### src/rtl/codec_pkg.sv
// Shared constants and types for the codec serial interface (frame counter, sample width, strobe phases).
// Latency: none; definitions only.
// Backpressure: none; the codec link is free-running and never stalls.
package codec_pkg;

  localparam int CNT_W  = 10;
  localparam int SMPL_W = 16;
  localparam int IDX_W  = 5;

  typedef logic [CNT_W-1:0]         cnt_t;
  typedef logic signed [SMPL_W-1:0] smpl_t;
  typedef logic [IDX_W-1:0]         idx_t;

  // Frame counter landmarks: reset point (start of left half), transmit
  // shadow load (last clk of the frame), and the clk that shows valid.
  localparam cnt_t CNT_RST   = 10'h200;
  localparam cnt_t TX_LOAD   = 10'h1FF;
  localparam cnt_t VALID_CNT = 10'h10A;

  // Phases inside one 16-clk SCLK period: SDout moves as SCLK falls,
  // SDin is captured while SCLK is high.
  localparam logic [3:0] SHIFT_PH = 4'hF;
  localparam logic [3:0] SAMP_PH  = 4'h9;

  // Data bit slots within a channel half (I2S one-bit delay after LRCLK).
  localparam idx_t FIRST_IDX = 5'd1;
  localparam idx_t LAST_IDX  = 5'd16;

  function automatic logic is_data_idx(idx_t idx);
    return (idx >= FIRST_IDX) && (idx <= LAST_IDX);
  endfunction

endpackage

### src/rtl/codec_if.sv
// Bundle of core-side sample ports and codec-side serial pins.
// Latency: none; wiring only.
// Backpressure: none; valid is a pulse with no ready.
interface codec_if;
  import codec_pkg::*;

  smpl_t lft_out;
  smpl_t rht_out;
  smpl_t lft_in;
  smpl_t rht_in;
  logic  valid;
  logic  LRCLK;
  logic  SCLK;
  logic  MCLK;
  logic  RSTn;
  logic  SDout;
  logic  SDin;

  // slave: the interface block itself
  modport slave (
    input  lft_out, rht_out, SDin,
    output lft_in, rht_in, valid, LRCLK, SCLK, MCLK, RSTn, SDout
  );

  // master: the core/codec environment around the block
  modport master (
    output lft_out, rht_out, SDin,
    input  lft_in, rht_in, valid, LRCLK, SCLK, MCLK, RSTn, SDout
  );

endinterface

### src/rtl/codec_shreg.sv
// 16-bit shift register: parallel load, serial in at LSB, serial out from MSB, shift enable.
// Latency: one clk from load/enable to new contents.
// Backpressure: none; load wins over shift when both are asserted.
module codec_shreg
  import codec_pkg::*;
(
  input  logic  clk,
  input  logic  rst,
  input  logic  i_load,
  input  smpl_t i_ld_dat,
  input  logic  i_en,
  input  logic  i_sin,
  output logic  o_sout,
  output smpl_t o_par
);

  smpl_t r_sh;

  // Load has priority; a shift pushes MSB out first and takes the new bit at LSB.
  always_ff @(posedge clk) begin
    if (rst) begin
      r_sh <= '0;
    end else if (i_load) begin
      r_sh <= i_ld_dat;
    end else if (i_en) begin
      r_sh <= {r_sh[SMPL_W-2:0], i_sin};
    end
  end

  assign o_sout = r_sh[SMPL_W-1];
  assign o_par  = r_sh;

endmodule

### src/rtl/codec_intf.sv
// I2S-style codec interface: 1024-clk frame, 16-bit left/right samples out on SDout and in from SDin.
// Latency: tx sample appears on SDout from the frame after its 0x1FF load; rx pair presented at cnt 0x10A.
// Backpressure: none; free-running. Build macro CODEC_LOOPBACK_EN feeds internal SDout back to the receiver.
module codec_intf
  import codec_pkg::*;
(
  input  logic   clk,
  input  logic   rst,
  codec_if.slave bus
);

  cnt_t  r_cnt;
  logic  r_lrclk;
  logic  r_sclk;
  logic  r_mclk;
  logic  r_rstn;
  logic  r_sdout;
  logic  r_valid;
  logic  r_armed;
  smpl_t r_lft_in;
  smpl_t r_rht_in;

  cnt_t  w_cnt_inc;
  idx_t  w_idx;
  idx_t  w_nidx;
  logic  w_shift_ph;
  logic  w_samp_ph;
  logic  w_tx_load;
  logic  w_tx_act;
  logic  w_tx_l_en;
  logic  w_tx_r_en;
  logic  w_tx_l_sout;
  logic  w_tx_r_sout;
  logic  w_tx_bit;
  logic  w_rx_act;
  logic  w_rx_l_en;
  logic  w_rx_r_en;
  logic  w_rx_bit;
  logic  w_rx_done;
  smpl_t w_rx_l_par;
  smpl_t w_rx_r_par;
  smpl_t w_tx_l_par_unused;
  smpl_t w_tx_r_par_unused;
  logic  w_rx_l_sout_unused;
  logic  w_rx_r_sout_unused;

  // Transmit works on the slot about to start (cnt+1); receive on the slot in progress.
  assign w_cnt_inc  = r_cnt + cnt_t'(1);
  assign w_idx      = r_cnt[8:4];
  assign w_nidx     = w_cnt_inc[8:4];
  assign w_shift_ph = (r_cnt[3:0] == SHIFT_PH);
  assign w_samp_ph  = (r_cnt[3:0] == SAMP_PH);
  assign w_tx_load  = (r_cnt == TX_LOAD);

  assign w_tx_act  = w_shift_ph && is_data_idx(w_nidx);
  assign w_tx_l_en = w_tx_act && w_cnt_inc[9];
  assign w_tx_r_en = w_tx_act && !w_cnt_inc[9];
  assign w_tx_bit  = w_cnt_inc[9] ? w_tx_l_sout : w_tx_r_sout;

  assign w_rx_act  = w_samp_ph && is_data_idx(w_idx);
  assign w_rx_l_en = w_rx_act && r_lrclk;
  assign w_rx_r_en = w_rx_act && !r_lrclk;

  // The clk that samples the 16th right bit; the pair goes out on the next clk.
  assign w_rx_done = (w_cnt_inc == VALID_CNT);

`ifdef CODEC_LOOPBACK_EN
  assign w_rx_bit = r_sdout;
`else
  assign w_rx_bit = bus.SDin;
`endif

  codec_shreg u_tx_l (
    .clk(clk), .rst(rst), .i_load(w_tx_load), .i_ld_dat(bus.lft_out),
    .i_en(w_tx_l_en), .i_sin(1'b0), .o_sout(w_tx_l_sout), .o_par(w_tx_l_par_unused)
  );

  codec_shreg u_tx_r (
    .clk(clk), .rst(rst), .i_load(w_tx_load), .i_ld_dat(bus.rht_out),
    .i_en(w_tx_r_en), .i_sin(1'b0), .o_sout(w_tx_r_sout), .o_par(w_tx_r_par_unused)
  );

  codec_shreg u_rx_l (
    .clk(clk), .rst(rst), .i_load(1'b0), .i_ld_dat('0),
    .i_en(w_rx_l_en), .i_sin(w_rx_bit), .o_sout(w_rx_l_sout_unused), .o_par(w_rx_l_par)
  );

  codec_shreg u_rx_r (
    .clk(clk), .rst(rst), .i_load(1'b0), .i_ld_dat('0),
    .i_en(w_rx_r_en), .i_sin(w_rx_bit), .o_sout(w_rx_r_sout_unused), .o_par(w_rx_r_par)
  );

  // Free-running frame counter; clock pins are flopped from its next value so they track cnt glitch-free.
  always_ff @(posedge clk) begin
    if (rst) begin
      r_cnt   <= CNT_RST;
      r_lrclk <= CNT_RST[9];
      r_sclk  <= CNT_RST[3];
      r_mclk  <= CNT_RST[1];
      r_rstn  <= 1'b0;
    end else begin
      r_cnt   <= w_cnt_inc;
      r_lrclk <= w_cnt_inc[9];
      r_sclk  <= w_cnt_inc[3];
      r_mclk  <= w_cnt_inc[1];
      r_rstn  <= 1'b1;
    end
  end

  // SDout changes only as SCLK falls: next data bit inside idx 1..16, zero elsewhere.
  always_ff @(posedge clk) begin
    if (rst) begin
      r_sdout <= 1'b0;
    end else if (w_shift_ph) begin
      r_sdout <= is_data_idx(w_nidx) ? w_tx_bit : 1'b0;
    end
  end

  // Present the received pair once per frame. The receiver is only armed after passing a
  // frame boundary (0x1FF), so the half-frame straight after reset is never reported.
  always_ff @(posedge clk) begin
    if (rst) begin
      r_valid  <= 1'b0;
      r_armed  <= 1'b0;
      r_lft_in <= '0;
      r_rht_in <= '0;
    end else begin
      r_valid <= 1'b0;
      if (w_tx_load) begin
        r_armed <= 1'b1;
      end
      if (w_rx_done && r_armed) begin
        r_valid  <= 1'b1;
        r_lft_in <= w_rx_l_par;
        r_rht_in <= {w_rx_r_par[SMPL_W-2:0], w_rx_bit};
      end
    end
  end

  assign bus.LRCLK  = r_lrclk;
  assign bus.SCLK   = r_sclk;
  assign bus.MCLK   = r_mclk;
  assign bus.RSTn   = r_rstn;
  assign bus.SDout  = r_sdout;
  assign bus.valid  = r_valid;
  assign bus.lft_in = r_lft_in;
  assign bus.rht_in = r_rht_in;

endmodule

### src/flat_wrapper.sv
// flat-port wrapper written by rule: the top's interface ports become plain ports
module codec_intf_flat import codec_pkg::*;
  (clk, rst, bus_lft_out, bus_rht_out, bus_SDin, bus_lft_in, bus_rht_in, bus_valid, bus_LRCLK, bus_SCLK, bus_MCLK, bus_RSTn, bus_SDout);
  codec_if bus_i ();
  input  logic clk;
  input  logic rst;
  input wire logic [$bits(bus_i.lft_out)-1:0] bus_lft_out;
  input wire logic [$bits(bus_i.rht_out)-1:0] bus_rht_out;
  input wire logic [$bits(bus_i.SDin)-1:0] bus_SDin;
  output wire logic [$bits(bus_i.lft_in)-1:0] bus_lft_in;
  output wire logic [$bits(bus_i.rht_in)-1:0] bus_rht_in;
  output wire logic [$bits(bus_i.valid)-1:0] bus_valid;
  output wire logic [$bits(bus_i.LRCLK)-1:0] bus_LRCLK;
  output wire logic [$bits(bus_i.SCLK)-1:0] bus_SCLK;
  output wire logic [$bits(bus_i.MCLK)-1:0] bus_MCLK;
  output wire logic [$bits(bus_i.RSTn)-1:0] bus_RSTn;
  output wire logic [$bits(bus_i.SDout)-1:0] bus_SDout;
  assign bus_i.lft_out = bus_lft_out;
  assign bus_i.rht_out = bus_rht_out;
  assign bus_i.SDin = bus_SDin;
  assign bus_lft_in = bus_i.lft_in;
  assign bus_rht_in = bus_i.rht_in;
  assign bus_valid = bus_i.valid;
  assign bus_LRCLK = bus_i.LRCLK;
  assign bus_SCLK = bus_i.SCLK;
  assign bus_MCLK = bus_i.MCLK;
  assign bus_RSTn = bus_i.RSTn;
  assign bus_SDout = bus_i.SDout;
  codec_intf u_core (.clk(clk), .rst(rst), .bus(bus_i));
endmodule
### config.mk
export PLATFORM = sky130hd
export DESIGN_NAME = codec_intf_flat
export DESIGN_NICKNAME = d
export VERILOG_FILES = /design/src/rtl/codec_pkg.sv /design/src/rtl/codec_if.sv /design/src/rtl/codec_shreg.sv /design/src/rtl/codec_intf.sv /design/src/flat_wrapper.sv
export SDC_FILE = /design/constraint.sdc
export NUM_CORES = 1
export LEC_CHECK = 0
export CORE_MARGIN = 2
export CORE_UTILIZATION = 39
export CTS_CLUSTER_SIZE = 40
export DETAILED_ROUTE_END_ITERATION = 10
export PLACE_DENSITY = 0.7
export SYNTH_ARGS = -nofsm -noshare
export SYNTH_HDL_FRONTEND = slang
export SYNTH_SLANG_ARGS = --single-unit
### constraint.sdc
create_clock -name clk -period 3.18 [get_ports clk]
set_input_delay 0.636 -clock clk [delete_from_list [all_inputs] [get_ports clk]]
set_output_delay 0.636 -clock clk [all_outputs]
set_load 0.02 [all_outputs]
# Yosys cells after proc, flatten, opt, wreduce, memory -nomap -nowiden
# Cells that the tools add are included.
classes:
  muxes: 8
  n_eq_ne: 4
  add_sub_neg: 1
  n_lt_le_gt_ge: 4
  reduce_logical: 13
op_table:
  columns: ["cell", "n"]
  rows:
  - ["$mux W16", 4]
  - ["$eq A10 B9 Y1 const B", 2]
  - ["$add A10 B1 Y10 const B", 1]
  - ["$ge A5 B1 Y1 const B", 2]
  - ["$le A5 B5 Y1 const B", 2]
  - ["$logic_and A1 B1 Y1", 9]
  - ["$eq A4 B4 Y1 const B", 2]
  - ["$mux W1", 4]
  - ["$reduce_bool A2 Y1", 2]
  - ["$logic_not A1 Y1", 2]
totals:
  inputBits: 35
  reg_bits: 112

# Depth between registers and ports, before layout
# Gate-level depths: netlist (run 1).
depth:
  depth_word: 7
  mapped_depth: 10
  ltp_nobuf: 7

# Hierarchy
# From an unflattened synthesis (run 1), not the netlist that was laid out.
hier_totals:
  cells_unflattened: 516
  hier_area_um2: 5291.3
modules_own_cells:
  columns: ["module", "seq_area_each_um2", "cells_each", "area_per_inst_um2", "instances"]
  rows:
  - ["codec_shreg", 320.3, 72, 813.3, 4]
  - ["codec_intf", 920.9, 228, 2038.2, 1]

# Worst setup path after synthesis (run 1)
# OpenSTA, ideal clock, no wires.
synth_path:
  path_kind: "reg2reg"
  start: "register u_core.r_cnt[1]"
  end: "register u_core.u_tx_r.r_sh[10], in the netlist u_core.u_tx_r.o_par[10]"
  t_required_ps: 3058
  n_path_buf: 3
  arrival_ps: 2320
  path_slack_ps: 738
  stages_incl_launch_ff: 11
  cell_sequence: "dfxtp_1 -> ha_1 -> buf_6 -> and4_1 -> buf_4 -> mux2i_2 -> o21ai_1 -> o32ai_4 -> nor2_2 -> buf_6 -> a221o_1"
synth_via:
  elab_chain_len: 6
  elab_cells_between_ends: 11
  cone_classes: "add/sub: 1; order compare: 2; eq/ne: 2; mux: 1; reduce/logical: 5"
synth_rtl:
  columns: ["item", "line_no", "rtl"]
  rows:
  - ["from (decl)", "codec_intf.sv:12", "cnt_t r_cnt;"]
  - ["from (signal assigned)", "codec_intf.sv:102", "r_cnt <= w_cnt_inc;"]
  - ["$add A10 B1 Y10", "codec_intf.sv:48", "assign w_cnt_inc = r_cnt + cnt_t'(1);"]
  - ["$ge A5 B1 Y1 or $le A5 B5 Y1 (tied branches)", "codec_pkg.sv:30", "return (idx >= FIRST_IDX) && (idx <= LAST_IDX);"]
  - ["$logic_and A1 B1 Y1", "codec_pkg.sv:30", null]
  - ["$logic_and A1 B1 Y1", "codec_intf.sv:55", "assign w_tx_act = w_shift_ph && is_data_idx(w_nidx);"]
  - ["$logic_and A1 B1 Y1", "codec_intf.sv:57", "assign w_tx_r_en = w_tx_act && !w_cnt_inc[9];"]
  - ["$reduce_bool A2 Y1 (no line)", null, null]
  - ["to (signal assigned)", "codec_shreg.sv:24", "r_sh <= i_ld_dat;"]
  - ["to (signal assigned)", "codec_shreg.sv:26", "r_sh <= {r_sh[SMPL_W-2:0], i_sin};"]
  - ["to (decl)", "codec_shreg.sv:17", "smpl_t r_sh;"]
# Parallel ways exist; a longest one is shown, timed or not.
# A chain may end at the register's enable or synchronous reset.

# Worst setup path after layout (run 1)
layout_path:
  start: "register u_core.r_cnt[1]"
  end: "register u_core.u_tx_r.r_sh[3], in the netlist u_core.u_tx_r.o_par[3]"
# Same word-level chain as after synthesis.

==> results of run 1 <==
[routing by layer]
| metal | up-vias | part of all wire | track usage |
|---|---|---|---|
| met3 | 7 | 0.047 | 0.0351 |
| met2 | 85 | 0.46 | 0.257 |
| li1 | 1805 | - | - |
| met4 | 0 | 0.012 | 0.0512 |
| met5 | - | 0 | 0 |
| met1 | 1648 | 0.48 | 0.195 |
[worst paths after layout]
| path | cells past startpoint | to | from |
|---|---|---|---|
| worst max-delay path | 7 | u_core.u_tx_r.o_par[3]$_SDFFE_PP0P_ | u_core.r_cnt[1]$_SDFF_PP0_ |
| worst min-delay path | 2 | u_core.bus.rht_in[4]$_SDFFE_PP0P_ | u_core.bus.rht_in[4]$_SDFFE_PP0P_ |
| worst max register to register | 7 | u_core.u_tx_r.o_par[3]$_SDFFE_PP0P_ | u_core.r_cnt[1]$_SDFF_PP0_ |
| worst min register to register | 2 | u_core.bus.rht_in[4]$_SDFFE_PP0P_ | u_core.bus.rht_in[4]$_SDFFE_PP0P_ |
[worst min-delay path, stage by stage (launching register included)]
cell and delay (ns):
dfxtp_1 0.31, nand2_1 0.05, mux2i_1 0.05
[cell usage in the layout (no fill, tap or decap), types with 2 or more instances in the layout]
cell and count:
a211oi_1 2, a211oi_2 2, a21o_1 2, a21oi_1 5, a221o_1 29, a221oi_2 2
a22oi_1 2, and2_1 30, and3_1 4, buf_4 11, clkbuf_16 9, clkdlybuf4s50_1 71
dfxtp_1 109, ha_1 2, inv_1 4, mux2i_1 67, nand2_1 81, nand3_1 5
nand4_1 3, nor2_1 51, nor3_1 3, nor4_1 2, o21ai_0 2, o21ai_1 4
or2_2 2, or3_1 2, xnor2_1 5, xor2_1 5
[layout make-up]
type | count | area (µm²)
well taps | 147 | 184
fillers | 1117 | 6070
clock inverters | 3 | 46.3
flip-flops and latches | 109 | 2180
clock buffers | 11 | 243
multi-input cells | 337 | 2290
inverters | 5 | 18.8
repair buffers | 84 | 818
[Yosys cell counts (3+ instances only)]
master	number
nor4_1	3
inv_1	5
buf_2	6
o21ai_1	4
xnor2_1	5
dfxtp_1	109
and3_1	4
nor3_1	3
buf_4	7
xor2_1	5
a221o_1	29
and2_1	30
nand3_1	5
nor2_1	51
clkbuf_1	17
mux2i_1	67
nand4_1	3
nand2_1	81
a21oi_1	5
buf_6	4
[state kept, by name, summed over array words and instances (netlist names), 9 cells and up]
name and count:
u_core.bus.lft_in 16, u_core.bus.rht_in 16, u_core.r_cnt 9, u_core.u_rx_l.o_par 16
u_core.u_rx_r.o_par 15, u_core.u_tx_l.o_par 16, u_core.u_tx_r.o_par 16
[through the flow]
stage	cell area (µm²)	util	instances	hold slack (ns)
2_1_floorplan	4680	-	486	0.424
3_3_place_gp	5500	0.464	682	0.438
3_5_place_dp	5500	0.464	682	0.451
4_1_cts	5790	0.488	696	0.463
5_1_grt	5790	0.488	696	0.474
6_report	5790	0.488	696	0.458
[logic make-up after synthesis]
group,count (synthesis)
AOI/OAI and AO/OA,60
xor gates and xnor gates,10
adders and majority gates,2
buffers and inverters,40
DFF,109
muxes,68
and+or+nand+nor,197
[report_power, final]
group / internal (mW) / switching [mW]
logic: 0.0512 / 0.0469
registers: 1.37 / 0.00629
clock network: 0.627 / 0.484
==> results.md, run 1 <==
- Outcome: completed
- Mux cell area share after synthesis: 0.146
- Setup Buffers After CTS: 0
- Final max-slew violation count: 0
- Hold-fix buffers, CTS: 0
- CP max stage delay: 0.67 ns
- Max_cap viols: 0
- CP arrival: 3.11 ns
- Post-route ant nets: 0
- IR drop worst, VDD: 0.237 mV
- Peak Freq: 354 MHz
- Cell count after synthesis: 486
- Yosys top cell area share: 0.466
- Clk sinks: 109
- Num CTS Buffers: 9
- Ant diodes: 0
- Syn Std Cell Area: 4680 µm²
- Setup slack, reg-to-reg: 0.35 ns
- Hold Fails Final Rpt: 0
- Post_cts resized: 0
- Post-synth top flop: dfxtp_1
- DP Wirelength: 6580 µm
- PnR worst setup slack: 0.352 ns
- PortBufs: 72
- Post-Syn Area per Cell: 9.63 µm²
- Total power: 2.58 mW
- First-pass GRT wire length: 16100 µm
- Pwr/cell area: 446 nW/µm²
- Routed WL: 9460 µm
- Synth Area in Compound Gates: 0.118
- Largest family of logic cells by synthesized area: simple AND/OR/NAND/NOR gates
- Worst-margin pin slew: 0.787 ns
- H-Tree Depth: 3
- Setup Total Neg Slack: 0 ns
- Leakage: 2.12 nW
- Floorplan core area: 11900 µm²
- Hold crit path type: reg -> reg
- Critical path class: reg -> reg
- Min Tclk post-route: 2.83 ns
- Clock insertion delay at the later pin of the skew report: 0.34 ns
- Skew final: 0.00683 ns
- Clock slew at reported path FFs: 0.07 ns
- Final period utilization: 0.889
- Routability cong.: 0.837
- Residual DRC count: 0
- Adder-Cell Fraction of Synth Area: 0.00535
- Cell family with most CP delay: compound AO/OA/AOI/OAI gates
- Site Rows: 40
- Post-Place Worst Slack: 0.358 ns
- YS warnings: 0
- Drt first pass iters: 4
- Initial antenna violation count: 0
- CTS tree: yes
- Final setup vio count: 0
- Share of cells above drive strength 1: 0.0820
- WP buf/inv: 0
- Crit path capture type: flop
- Top post-synthesis cells by area: dfxtp_1, mux2i_1, nand2_1
- Via density per instance: 5.09
- DR iter-0 viols: 237
- Number of synthesized flops with an enable pin: 0
- Via count: 3545
- CTS Root Buffer Type: clkbuf_16
- Slowest-stage cell, CP: a211oi_2
- Xor/xnor share of the synthesized area: 0.0187
- Synth Register Bits: 109
- Startpoint Class: flop
- Asr flop ratio synth: 0
- Vias in the first global route: 3506
- Synth Area in Simple Gates: 0.200
- Max Fanout on Critical Path: 14
- Sequential fraction of the synthesis area: 0.466
- Final Net Count: 583
- Cell variety after synth: 53
- Crit path cell chain: ha_1 > nand4_2 > nor4_4 > a21oi_2 > o21ba_1 > a211oi_2 > a221o_1
- Area growth, synth to finish: 23.7%
- CTS max path bufs: 2
- Wire length per cell: 13.6 µm
- DIE AREA: 12900 µm²
- Boundary Pins: 73
- Dominant cell type by area after synthesis: dfxtp_1
- Worst path required time: 3.46 ns
- Initial Util: 0.395
- DIE WIDTH: 114 µm
- Die Ht: 114 µm
- Total global routing overflow: 0
- GR Util All Layers: 0.153
- Slew margin rel.: 0.474
- RSZ-0062 raised after global routing: false
- Largest net degree at the start of global routing: 45
- Net count of the mapped netlist: 523
Power figures use the tool's default switching activity.
==> inputs of run 2 (changes only) <==
- GPL_TIMING_DRIVEN: default -> 0
==> results.md, run 2 (synthesized netlist as in run 1, its figures left out) <==
- CP max stage delay: 0.44 ns (was 0.67 ns)
- Share of cells above drive strength 1: 0.0838 (was 0.0820)
- H-Tree Depth: 3 (unchanged)
- Min Tclk post-route: 2.65 ns (was 2.83 ns)
- Final max-slew violation count: 0 (unchanged)
- Skew final: 0.00601 ns (was 0.00683 ns)
- Max_cap viols: 0 (unchanged)
- Fill cells: 1088 (was 1117)
- Clock insertion delay at the later pin of the skew report: 0.34 ns (about the same)
- Hold crit path type: reg -> reg (unchanged)
- Total global routing overflow: 0 (unchanged)
- Final period utilization: 0.835 (was 0.889)
- Post-route non-filler standard cell count: 720 (was 696)
- WP buf/inv: 2 (was 0)
- Multi-input gate area: 2280 µm² (was 2290 µm²)
- Setup crit end: u_core.bus.rht_in[14]$_SDFFE_PP0P_ (was u_core.u_tx_r.o_par[3]$_SDFFE_PP0P_)
- CP arrival: 2.91 ns (was 3.11 ns)
- Clk sinks: 109 (unchanged)
- Worst reg2reg startpoint: u_core.r_cnt[0]$_SDFF_PP0_ (was u_core.r_cnt[1]$_SDFF_PP0_)
- Slowest-stage cell, CP: dfxtp_1 (was a211oi_2)
- DIE AREA: 12900 µm² (unchanged)
- Worst path depth: 9 (was 7)
- Most common cell after layout, fill and taps aside: dfxtp_1 (unchanged)
- PortBufs: 72 (unchanged)
- Crit path capture type: flop (unchanged)
- CTS tree: yes (unchanged)
- Area growth, synth to finish: 25.2% (was 23.7%)
- Leakage: 2.16 nW (was 2.12 nW)
- IR drop worst, VDD: 0.262 mV (was 0.237 mV)
- Cells after DPL: 705 (was 682)
- Worst-margin pin slew: 0.546 ns (was 0.787 ns)
- Via density per instance: 5.09 (about the same)
- Total power: 2.53 mW (was 2.58 mW)
- Residual DRC count: 0 (unchanged)
- GR Util All Layers: 0.160 (was 0.153)
- Boundary Pins: 73 (unchanged)
- Largest net degree at the start of global routing: 18 (was 45)
- CTS Root Buffer Type: clkbuf_16 (unchanged)
- Routability cong.: 0.890 (was 0.837)
- Post_cts resized: 0 (unchanged)
- Ant diodes: 0 (unchanged)
- Critical path class: reg -> reg (unchanged)
- Num CTS Buffers: 9 (unchanged)
- Register area: 2180 µm² (unchanged)
- DR iter-0 viols: 260 (was 237)
- Cell family with most CP delay: simple AND/OR/NAND/NOR gates (was compound AO/OA/AOI/OAI gates)
- Worst path required time: 3.44 ns (was 3.46 ns)
- Max Fanout on Critical Path: 10 (was 14)
- Routed WL: 10100 µm (was 9460 µm)
- Via count: 3663 (was 3545)
- Setup Buffers After CTS: 0 (unchanged)
- RSZ-0062 raised after global routing: false (unchanged)
- Pwr/cell area: 432 nW/µm² (was 446 nW/µm²)
- Setup Total Neg Slack: 0 ns (unchanged)
- Peak Freq: 377 MHz (was 354 MHz)
- First-pass GRT wire length: 16900 µm (was 16100 µm)
- Site Rows: 40 (unchanged)
- Slew margin rel.: 0.636 (was 0.474)
- Reg-to-Reg End: u_core.bus.rht_in[14]$_SDFFE_PP0P_ (was u_core.u_tx_r.o_par[3]$_SDFFE_PP0P_)
- Die Ht: 114 µm (unchanged)
- CTS max path bufs: 2 (unchanged)
- DIE WIDTH: 114 µm (unchanged)
- Startpoint Class: flop (unchanged)
- Final setup vio count: 0 (unchanged)
- Drt first pass iters: 4 (unchanged)
- Outcome: completed (unchanged)
- Wire length per cell: 14.0 µm (was 13.6 µm)
- R2R depth: 9 (was 7)
- Setup slack, reg-to-reg: 0.53 ns (was 0.35 ns)
- Clock slew at reported path FFs: 0.07 ns (about the same)
- Final Net Count: 606 (was 583)
- DP Wirelength: 7440 µm (was 6580 µm)
- Post-route ant nets: 0 (unchanged)
- Commonest cells after routing, fill and taps aside: dfxtp_1, nand2_1, clkdlybuf4s50_1, mux2i_1, nor2_1 (unchanged)
- Floorplan core area: 11900 µm² (unchanged)
- Crit path cell chain: ha_1 > buf_6 > nand4_2 > or3_1 > a21oi_1 > nand4_1 > nor2_2 > buf_4 > mux2i_1 (was ha_1 > nand4_2 > nor4_4 > a21oi_2 > o21ba_1 > a211oi_2 > a221o_1)
- Crit. Startpoint: u_core.r_cnt[0]$_SDFF_PP0_ (was u_core.r_cnt[1]$_SDFF_PP0_)
- Hold Fails Final Rpt: 0 (unchanged)
- Hold-fix buffers, CTS: 0 (unchanged)
- Initial antenna violation count: 0 (unchanged)
- Vias in the first global route: 3620 (was 3506)
- Initial Util: 0.395 (unchanged)
run 2: cell count changes in the layout (fill, tap and decap cells not counted), moves of 4 or more:
cell and change:
buf_2 +5, clkbuf_1 +17, buf_4 -4, buf_6 +4
run 2: worst min-delay path by stage:
stage,end,startpoint,depth (start not counted),slack [ns]
after global placement,u_core.bus.rht_in[0]$_SDFFE_PP0P_,u_core.bus.rht_in[0]$_SDFFE_PP0P_,2,0.44
after global routing,u_core.bus.lft_in[4]$_SDFFE_PP0P_,u_core.bus.lft_in[4]$_SDFFE_PP0P_,2,0.48
after floorplan,u_core.u_tx_l.o_par[15]$_SDFFE_PP0P_,u_core.u_tx_l.o_par[14]$_SDFFE_PP0P_,2,0.42
after detailed placement,u_core.bus.rht_in[7]$_SDFFE_PP0P_,u_core.bus.rht_in[7]$_SDFFE_PP0P_,2,0.45
final,u_core.bus.rht_in[7]$_SDFFE_PP0P_,u_core.bus.rht_in[7]$_SDFFE_PP0P_,2,0.46
after CTS,u_core.bus.lft_in[14]$_SDFFE_PP0P_,u_core.bus.lft_in[14]$_SDFFE_PP0P_,2,0.46
run 2: per-stage QoR:
stage,cell area [µm²],worst slack (ns),hold slack (ns),util
CTS,5860,0.524,0.459,0.494
global placement,5580,0.634,0.442,0.471
finish,5860,0.526,0.458,0.494
detailed placement,5580,0.556,0.448,0.471
floorplan,4680,0.738,0.424,-
global route,5860,0.300,0.475,0.494
run 2: area by class of cell:
| type | count | area share |
|---|---|---|
| flip-flops and latches | 109 | 0.372 |
| repair buffers | 72 | 0.123 |
| multi-input cells | 337 | 0.390 |
| well taps | 147 | 0.0314 |
| clock buffers | 11 | 0.0414 |
| clock inverters | 4 | 0.00555 |
| plain buffers | 35 | 0.0333 |
| inverters | 5 | 0.00320 |
run 2: power by group:
group	internal [mW]	total, mW	switching [mW]
Sequential	1.37	1.37	0.00449
Combinational	0.0548	0.108	0.0529
Clock	0.555	1.05	0.498
run 2: worst min-delay path: stages (launching register included):
cell and delay (ns):
dfxtp_1 0.31, nand2_1 0.05, mux2i_1 0.05
run 2: routing by layer:
metal | up-vias | global-route usage | share of wire | wire [µm]
met1 | 1694 | 0.211 | 0.47 | 4770
met4 | 0 | 0.0520 | 0.012 | 122
met3 | 10 | 0.0324 | 0.048 | 480
met5 | - | 0 | 0 | 0
met2 | 100 | 0.263 | 0.47 | 4710
li1 | 1859 | - | - | -
